--- src/rtl/arbitro_comparador_pkg.sv ---
// Shared types and constants for the round-robin comparator scheduler.
package arbitro_comparador_pkg;

   localparam int unsigned CMP_W = 3;

   typedef enum logic [1:0] {
      IDLE    = 2'd0,
      GRANT   = 2'd1,
      COMPARE = 2'd2,
      DONE    = 2'd3
   } estado_t;

   localparam logic SEL_IGUAL     = 1'b0;
   localparam logic SEL_DIFERENTE = 1'b1;

   typedef struct packed {
      logic [CMP_W-1:0] a;
      logic [CMP_W-1:0] b;
      logic             sel;
   } operandos_t;

endpackage

--- src/rtl/arbitro_rr.sv ---
// Combinational round-robin picker: first set req bit scanning from ptr upward, wrapping.
module arbitro_rr #(
   parameter int unsigned N_REQ = 4,
   parameter int unsigned IDW   = 2
) (
   input  logic [N_REQ-1:0] req,
   input  logic [IDW-1:0]   ptr,
   output logic [IDW-1:0]   winner_c,
   output logic             any_req_c
);

   always_comb begin
      logic         found;
      int unsigned  idx;
      found    = 1'b0;
      idx      = 0;
      winner_c = '0;
      for (int unsigned i = 0; i < N_REQ; i++) begin
         idx = 32'(ptr) + i;
         if (idx >= N_REQ) idx = idx - N_REQ;
         if (!found && req[IDW'(idx)]) begin
            winner_c = IDW'(idx);
            found    = 1'b1;
         end
      end
   end

   assign any_req_c = |req;

endmodule

--- src/rtl/comparador_igual_diferente.sv ---
// 3-bit equal/different comparator; sel picks which relation is reported.
module comparador_igual_diferente
   import arbitro_comparador_pkg::*;
(
   input  logic [CMP_W-1:0] a,
   input  logic [CMP_W-1:0] b,
   input  logic             sel,
   output logic             resultado_c
);

   logic igual_c;

   assign igual_c     = (a == b);
   assign resultado_c = (sel == SEL_DIFERENTE) ? ~igual_c : igual_c;

endmodule

--- src/rtl/arbitro_comparador.sv ---
// Round-robin scheduler sharing one comparator among N_REQ requesters; result tagged with index.
module arbitro_comparador
   import arbitro_comparador_pkg::*;
#(
   parameter int unsigned N_REQ = 4,
   parameter int unsigned WIDTH = 3,
   parameter int unsigned IDW   = 2
) (
   input  logic                   clk,
   input  logic                   reset,
   input  logic [N_REQ-1:0]       req,
   input  logic [N_REQ*WIDTH-1:0] a_in,
   input  logic [N_REQ*WIDTH-1:0] b_in,
   input  logic [N_REQ-1:0]       sel_in,
   output logic [N_REQ-1:0]       gnt,
   output logic                   busy,
   output logic                   done,
   output logic                   resultado,
   output logic [IDW-1:0]         done_id
);

   estado_t          state;
   logic [IDW-1:0]   ptr;
   logic [IDW-1:0]   win_q;
   logic [IDW-1:0]   winner_c;
   logic             any_req_c;
   operandos_t       ops;
   operandos_t       ops_sel_c;
   logic             cmp_c;

   arbitro_rr #(.N_REQ(N_REQ), .IDW(IDW)) u_rr (
      .req       (req),
      .ptr       (ptr),
      .winner_c  (winner_c),
      .any_req_c (any_req_c)
   );

   comparador_igual_diferente u_cmp (
      .a           (ops.a),
      .b           (ops.b),
      .sel         (ops.sel),
      .resultado_c (cmp_c)
   );

   // Operand slice of the granted requester, selected with constant indices only.
   always_comb begin
      ops_sel_c = '0;
      for (int unsigned i = 0; i < N_REQ; i++) begin
         if (IDW'(i) == win_q) begin
            ops_sel_c.a   = a_in[i*WIDTH +: WIDTH];
            ops_sel_c.b   = b_in[i*WIDTH +: WIDTH];
            ops_sel_c.sel = sel_in[i];
         end
      end
   end

   // done_id is loaded alongside resultado so both hold until the next DONE.
   always_ff @(posedge clk or posedge reset) begin
      if (reset) begin
         state     <= IDLE;
         ptr       <= '0;
         win_q     <= '0;
         ops       <= '0;
         gnt       <= '0;
         busy      <= 1'b0;
         done      <= 1'b0;
         resultado <= 1'b0;
         done_id   <= '0;
      end else begin
         gnt  <= '0;
         done <= 1'b0;
         case (state)
            IDLE: begin
               if (any_req_c) begin
                  win_q <= winner_c;
                  gnt   <= N_REQ'(1) << winner_c;
                  busy  <= 1'b1;
                  state <= GRANT;
               end
            end
            GRANT: begin
               ops   <= ops_sel_c;
               ptr   <= (win_q == IDW'(N_REQ - 1)) ? '0 : win_q + IDW'(1);
               state <= COMPARE;
            end
            COMPARE: begin
               resultado <= cmp_c;
               done_id   <= win_q;
               done      <= 1'b1;
               state     <= DONE;
            end
            DONE: begin
               busy  <= 1'b0;
               state <= IDLE;
            end
            default: state <= IDLE;
         endcase
      end
   end

endmodule

--- config.mk ---
export PLATFORM = sky130hd
export DESIGN_NAME = arbitro_comparador
export DESIGN_NICKNAME = d
export VERILOG_FILES = /design/src/rtl/arbitro_comparador_pkg.sv /design/src/rtl/arbitro_rr.sv /design/src/rtl/comparador_igual_diferente.sv /design/src/rtl/arbitro_comparador.sv
export SDC_FILE = /design/constraint.sdc
export NUM_CORES = 1
export LEC_CHECK = 0
export ABC_AREA = 1
export CELL_PAD_IN_SITES_DETAIL_PLACEMENT = 2
export CELL_PAD_IN_SITES_GLOBAL_PLACEMENT = 2
export CORE_ASPECT_RATIO = 0.8
export CORE_MARGIN = 1.5
export CORE_UTILIZATION = 25
export DETAILED_ROUTE_END_ITERATION = 8
export PLACE_DENSITY = 0.88
export SLEW_MARGIN = 20
export SYNTH_ARGS = -nofsm -noshare
export SYNTH_HDL_FRONTEND = slang
export SYNTH_SLANG_ARGS = --single-unit
--- constraint.sdc ---
create_clock -name clk -period 1.6 [get_ports clk]
set_input_delay 0.32 -clock clk [delete_from_list [all_inputs] [get_ports clk]]
set_output_delay 0.32 -clock clk [all_outputs]
set_load 0.05 [all_outputs]
---- Word level (Yosys, flattened, before mapping) ----
Cells that the tools add are included.
storage, ports and cells
  bits in registers ....................... 22
  logic and storage cells ................. 82
  output and inout port bits .............. 9
cells by class
  order comparisons ....................... 8
  mux-type cells .......................... 32
  equal/unequal tests ..................... 9
  reduce and logical (&&, ||, !) cells .... 12
  bitwise gates (word level) .............. 1
  shift-type cells ........................ 1
  add/sub/neg operators ................... 8
operators with widths
  kind                                                                                 number
  7-bit 2-to-1 mux                                                                     4
  2-bit 2-to-1 mux                                                                     10
  2-bit by 3-bit less-than comparator with 1-bit output, second input constant         4
  1-bit 2-to-1 mux                                                                     10
  3-bit greater-or-equal comparator, second input constant                             3
  1-bit binary-select mux with 2-bit select                                            4
  4-bit 2-to-1 mux                                                                     2
  2-bit case mux with 4 select lines                                                   1
  2-bit by 1-bit subtractor with 2-bit output, second input constant                   4
  2-bit by 2-bit adder with 3-bit output, second input constant                        2
  2-bit equality test, second input constant                                           3
  2-bit equality test, first input constant                                            2
  2-bit logical NOT                                                                    2
  2-bit AND reduction                                                                  2
  4-bit OR reduction                                                                   1
  1-bit by 2-bit << shifter with 4-bit output, first input constant                    1
  2-bit by 1-bit adder with 3-bit output, second input constant                        1
  3-bit equality test                                                                  1
  2-bit by 3-bit greater-or-equal comparator with 1-bit output, second input constant  1
  1-bit logical AND                                                                    3
  1-bit logical NOT                                                                    3
  2-bit by 1-bit adder with 2-bit output, second input constant                        1
  1-bit by 2-bit equality test with 1-bit output, first input constant                 1
  2-bit by 1-bit equality test with 1-bit output, second input constant                1
  4 further kinds                                                                      4

---- Logic depth before layout (Yosys ltp) ----
  word-level depth ........................ 17
  mapped depth ............................ 12

---- By module ----
A second synthesis with hierarchy kept.
unflattened totals
  cells, all modules ...................... 219
  area total of the unflattened synthesis .. 1492.7 µm²
modules (own cells, without submodules)
  module                      instances  area an instance (µm²)  cells each
  arbitro_comparador          1          1171.1                  150
  arbitro_rr                  1          242.7                   49
  comparador_igual_diferente  1          78.8                    20

---- Worst setup path before layout ----
No wires, ideal clock.
  path type ............................... register to register
  from .................................... reg win_q[1]
  to ...................................... reg ops[0] in the netlist's numbering
  clock period less this slack ............ 1449 ps
  setup time .............................. 77 ps
  data arrival time ....................... 1372 ps
  stages on the path, launching flop included .. 9
  setup slack ............................. 151 ps
  cells stage by stage .................... dfrtp_1 > inv_1 > ha_1 > clkbuf_1 > nor2_2 > a22oi_1 > o21ai_0 > nand2_1 > a21oi_1
on the way
  cells in the longest elaborated chain, start to end .. 5
ends and longest elaborated chain
  element                         line                      RTL
  start: declaration              arbitro_comparador.sv:24  logic [IDW-1:0] win_q;
  start signal: assignment        arbitro_comparador.sv:75  win_q <= winner_c;
  2-bit logical NOT               arbitro_comparador.sv:49  if (IDW'(i) == win_q) begin
  7-bit 2-to-1 mux (3 in series)  arbitro_comparador.sv:49
  7-bit 2-to-1 mux (*)            arbitro_comparador.sv:49
  end signal: assignment          arbitro_comparador.sv:82  ops <= ops_sel_c;
  end: declaration                arbitro_comparador.sv:27  operandos_t ops;
Mark *: on every way between the ends. The rest lies on a longest branch, timed or not.
A chain may end at the register's enable or synchronous reset.

---- Worst setup path after layout ----
  from .................................... reg ptr[0]
  to ...................................... reg win_q[1]
on the way
  cells in the longest elaborated chain, start to end .. 14
ends and longest elaborated chain
  element                                                                          line                      RTL
  start: declaration                                                               arbitro_comparador.sv:23  logic [IDW-1:0] ptr;
  start signal: assignment                                                         arbitro_comparador.sv:83  ptr <= (win_q == IDW'(N_REQ - 1)) ? '0 : win_q + IDW'(1);
  branches (longest 13 deep; another with 2-bit by 1-bit adder with 3-bit output)  -
  2-bit 2-to-1 mux (*)                                                             arbitro_rr.sv:21          if (!found && req[IDW'(idx)]) begin
Every way passes the cells marked *. The select of a mux whose other input is x is not followed.

==> flow_summary.json <==
{
  "io_pins": 43,
  "postLayoutCellArea_um2": 2187,
  "rows": 24,
  "place_congestion": 0.8072,
  "antenna_found_initial": 0,
  "drtAntennaViolNets": 0,
  "nets": 297,
  "status": "finished, violations left",
  "tightest_slew_ns": 0.2993,
  "power.total_mw": 4.787,
  "initialDrtViolationCount": 74,
  "core_um2": 5495,
  "max_stage_delay_ns": 0.45,
  "insertion_delay_ns": 0.28,
  "clockRootBuffer": "clkbuf_8",
  "setup_violations": 5,
  "reg2reg_slack_ns": -0.05,
  "maxSlewViolCount": 0,
  "crit_slowest_cell": "dfrtp_2",
  "worstSetupPathType": "flop to flop",
  "area_delta_synth_final_pct": 52.53,
  "crit_path_max_fanout": 7,
  "fp.dieH_um": 70.74,
  "p_leak_nw": 1.053,
  "numCtsBuffers": 3,
  "syn_area_um2": 1434,
  "first_pass_iters": 4,
  "num_antenna_cells": 0,
  "start_kind": "flop",
  "whs_ns": 0.3746,
  "clock_skew_ns": 0.005999,
  "intPower_mw": 2.345,
  "grt_pass1_wl_mm": 8.079,
  "cts_tree": "yes",
  "drive_gt1_frac": 0.2480,
  "port_buffers": 42,
  "p_sw_frac": 0.5101,
  "fin_crit_ns": 1.645,
  "synth_nets": 239,
  "route.detailed.drc": 0,
  "dieArea_um2": 6202,
  "clock.fmax_mhz": 607.8,
  "crit_required_ns": 1.77,
  "rsz0062_at_grt": "yes",
  "initial_core_util": 0.2609,
  "met3_usage": 0.03151,
  "grt_util_all_layers": 0.1700,
  "cp_common_cell": "nand2_1",
  "finalCritPeriodShare": 1.028,
  "syn_avg_cell_area_um2": 7.279,
  "ys_warn_count": 0,
  "stdcell_count": 332,
  "maxCapViolations": 0,
  "vias": 1559,
  "vdd_drop_max_uv": 631.0,
  "critPathCaptureType": "flop",
  "grt_busiest_layer": "met2",
  "grt_overflow_total": 0,
  "die_w_um": 87.67,
  "place_hpwl_mm": 3.793,
  "maxSlewHeadroom": 0.8004,
  "cts_max_level": 1,
  "final_util": 0.3980,
  "min_path_type": "input port to async pin",
  "fin_ws_ns": -0.04525,
  "dp.cells": 320,
  "vias_per_cell": 4.696,
  "clkTransAtPathRegs_ns": 0.09,
  "wl_per_cell_um": 17.42,
  "dpl-instance-area_um2": 1972,
  "cts_buffer_depth": 2,
  "final_hold_viol_count": 0,
  "seq_area_frac_synth": 0.3839,
  "cts.sinks": 22,
  "tns_ns": -0.08361,
  "synth_cell_types": 21,
  "violations": "negative setup slack",
  "p_comb_frac": 0.663,
  "grt_max_degree": 23,
  "arrival_ns": 1.81,
  "pre_cts_ws_ns": -0.2621,
  "netlist_instances": 197,
  "p_clk_frac": 0.114,
  "path_cells": "clkinv_4 > buf_6 > nand2_1 > nand3_2 > a31oi_1 > nand3_1 > nand2_1 > nand2_1",
  "wirelength_mm": 5.785,
  "fillers": 632,
  "switchingPower_mw": 2.442,
  "powerDensity_nw_per_um2": 2189,
  "ys_seq_elements": 22,
  "grt_pass1_vias": 1615,
  "holdBufCountCts": 0,
  "power_frac_seq": 0.223,
  "grtUsageMet1": 0.2245,
  "use_met2": 0.2915
}
-- per-layer routing --
| layer | up-vias | wire length (um) |
|---|---|---|
| met5 | - | 0 |
| met2 | 19 | 2945 |
| met3 | 5 | 142 |
| li1 | 745 | - |
| met4 | 0 | 33 |
| met1 | 790 | 2663 |
-- registers in the layout, summed over array words and instances, names as in the netlist --
| signal | flops |
|---|---|
| ops | 7 |
| state | 2 |
| ptr | 2 |
| resultado | 1 |
| gnt | 4 |
| done_id | 2 |
| done | 1 |
| busy | 1 |
| win_q | 2 |
-- synth_stat cells, drive strengths merged --
cell type  instances  area [um^2]
a21oi             14        70.07
a22oi              8        60.06
a31oi              1        6.260
buf                2        22.52
clkbuf             4        15.01
dfrtp             22        550.5
ha                 8        100.1
inv               24        90.09
nand2             67        274.0
nand3              6        30.03
nand4              4        25.02
nor2              15        61.31
o21ai             18        93.84
xnor2              3        26.28
xor2               1        8.760
-- kinds of logic after synthesis --
| logic type | share of synthesized area |
|---|---|
| AOI/OAI and AO/OA | 0.1606 |
| and+or+nand+nor | 0.2723 |
| buffers and inverters | 0.08900 |
| adders and majority gates | 0.06981 |
| xor gates and xnor gates | 0.02444 |
| DFF | 0.3839 |
-- area by class of cell --
type / count / area, um^2 / area share
multi-input combinational: 145 / 818.3 / 0.3741
clock buffer: 3 / 41.29 / 0.01888
sequential: 22 / 553.0 / 0.2529
tap: 78 / 97.59 / 0.04462
clock inverter: 1 / 30.03 / 0.01373
timing repair buffer: 59 / 549.3 / 0.2511
inverter: 24 / 97.59 / 0.04462
-- final timing paths --
kind	startpoint	endpoint	cells past startpoint
hold / removal	reset	resultado$_DFFE_PP0P_	3
min in group clk	resultado$_DFFE_PP0P_	resultado$_DFFE_PP0P_	2
setup reg to reg	ptr[0]$_DFFE_PP0N_	win_q[1]$_DFFE_PP0P_	8
hold reg to reg	resultado$_DFFE_PP0P_	resultado$_DFFE_PP0P_	2
max in group asynchronous	reset	ptr[0]$_DFFE_PP0N_	3
setup / recovery	ptr[0]$_DFFE_PP0N_	win_q[1]$_DFFE_PP0P_	8
-- worst max-delay path: cells and delay by family (launching register included) --
kind / cells / cell delay [ns]
DFF: 1 / 0.45
buffers and inverters: 2 / 0.26
AOI/OAI and AO/OA: 1 / 0.25
and+or+nand+nor: 5 / 0.58
-- cells in the final DEF, fill, tap and decap left out --
cell,n
inv_2,5
nor2_2,2
ha_1,8
o21ai_1,5
a21oi_1,12
xor2_1,1
bufinv_16,1
nand3_1,3
clkbuf_8,3
nand2_2,10
nand2_1,55
dfrtp_1,20
nand3_2,3
nand4_1,4
nand2_4,2
a22oi_1,8
xnor2_1,3
inv_4,1
dfrtp_2,2
clkinv_4,1
nor2_1,11
clkdlybuf4s50_1,33
inv_1,17
a21oi_2,2
buf_12,1
a31oi_1,1
o21ai_2,3
buf_6,3
buf_4,22
nor2_4,2
o21ai_0,10
-- power groups by stage --
stage	combinational, mW	clock [mW]	sequential [mW]
2_1_floorplan	1.48	0	1.33
3_3_place_gp	2.53	0	1.01
3_5_place_dp	2.65	0	1.04
4_1_cts	2.73	0.553	1.03
5_1_grt	3.48	0.580	1.09
6_report	3.17	0.546	1.07
-- timing repair --
| item | 4_1_cts | 5_1_grt |
|---|---|---|
| pin swaps | 0 | 9 |
| cloned | 0 | 1 |
| resized for setup | 1 | 37 |
| setup buffers | 0 | 7 |
| endpoints found under the setup margin | 1 | 11 |
Power figures use the tool's default switching activity.
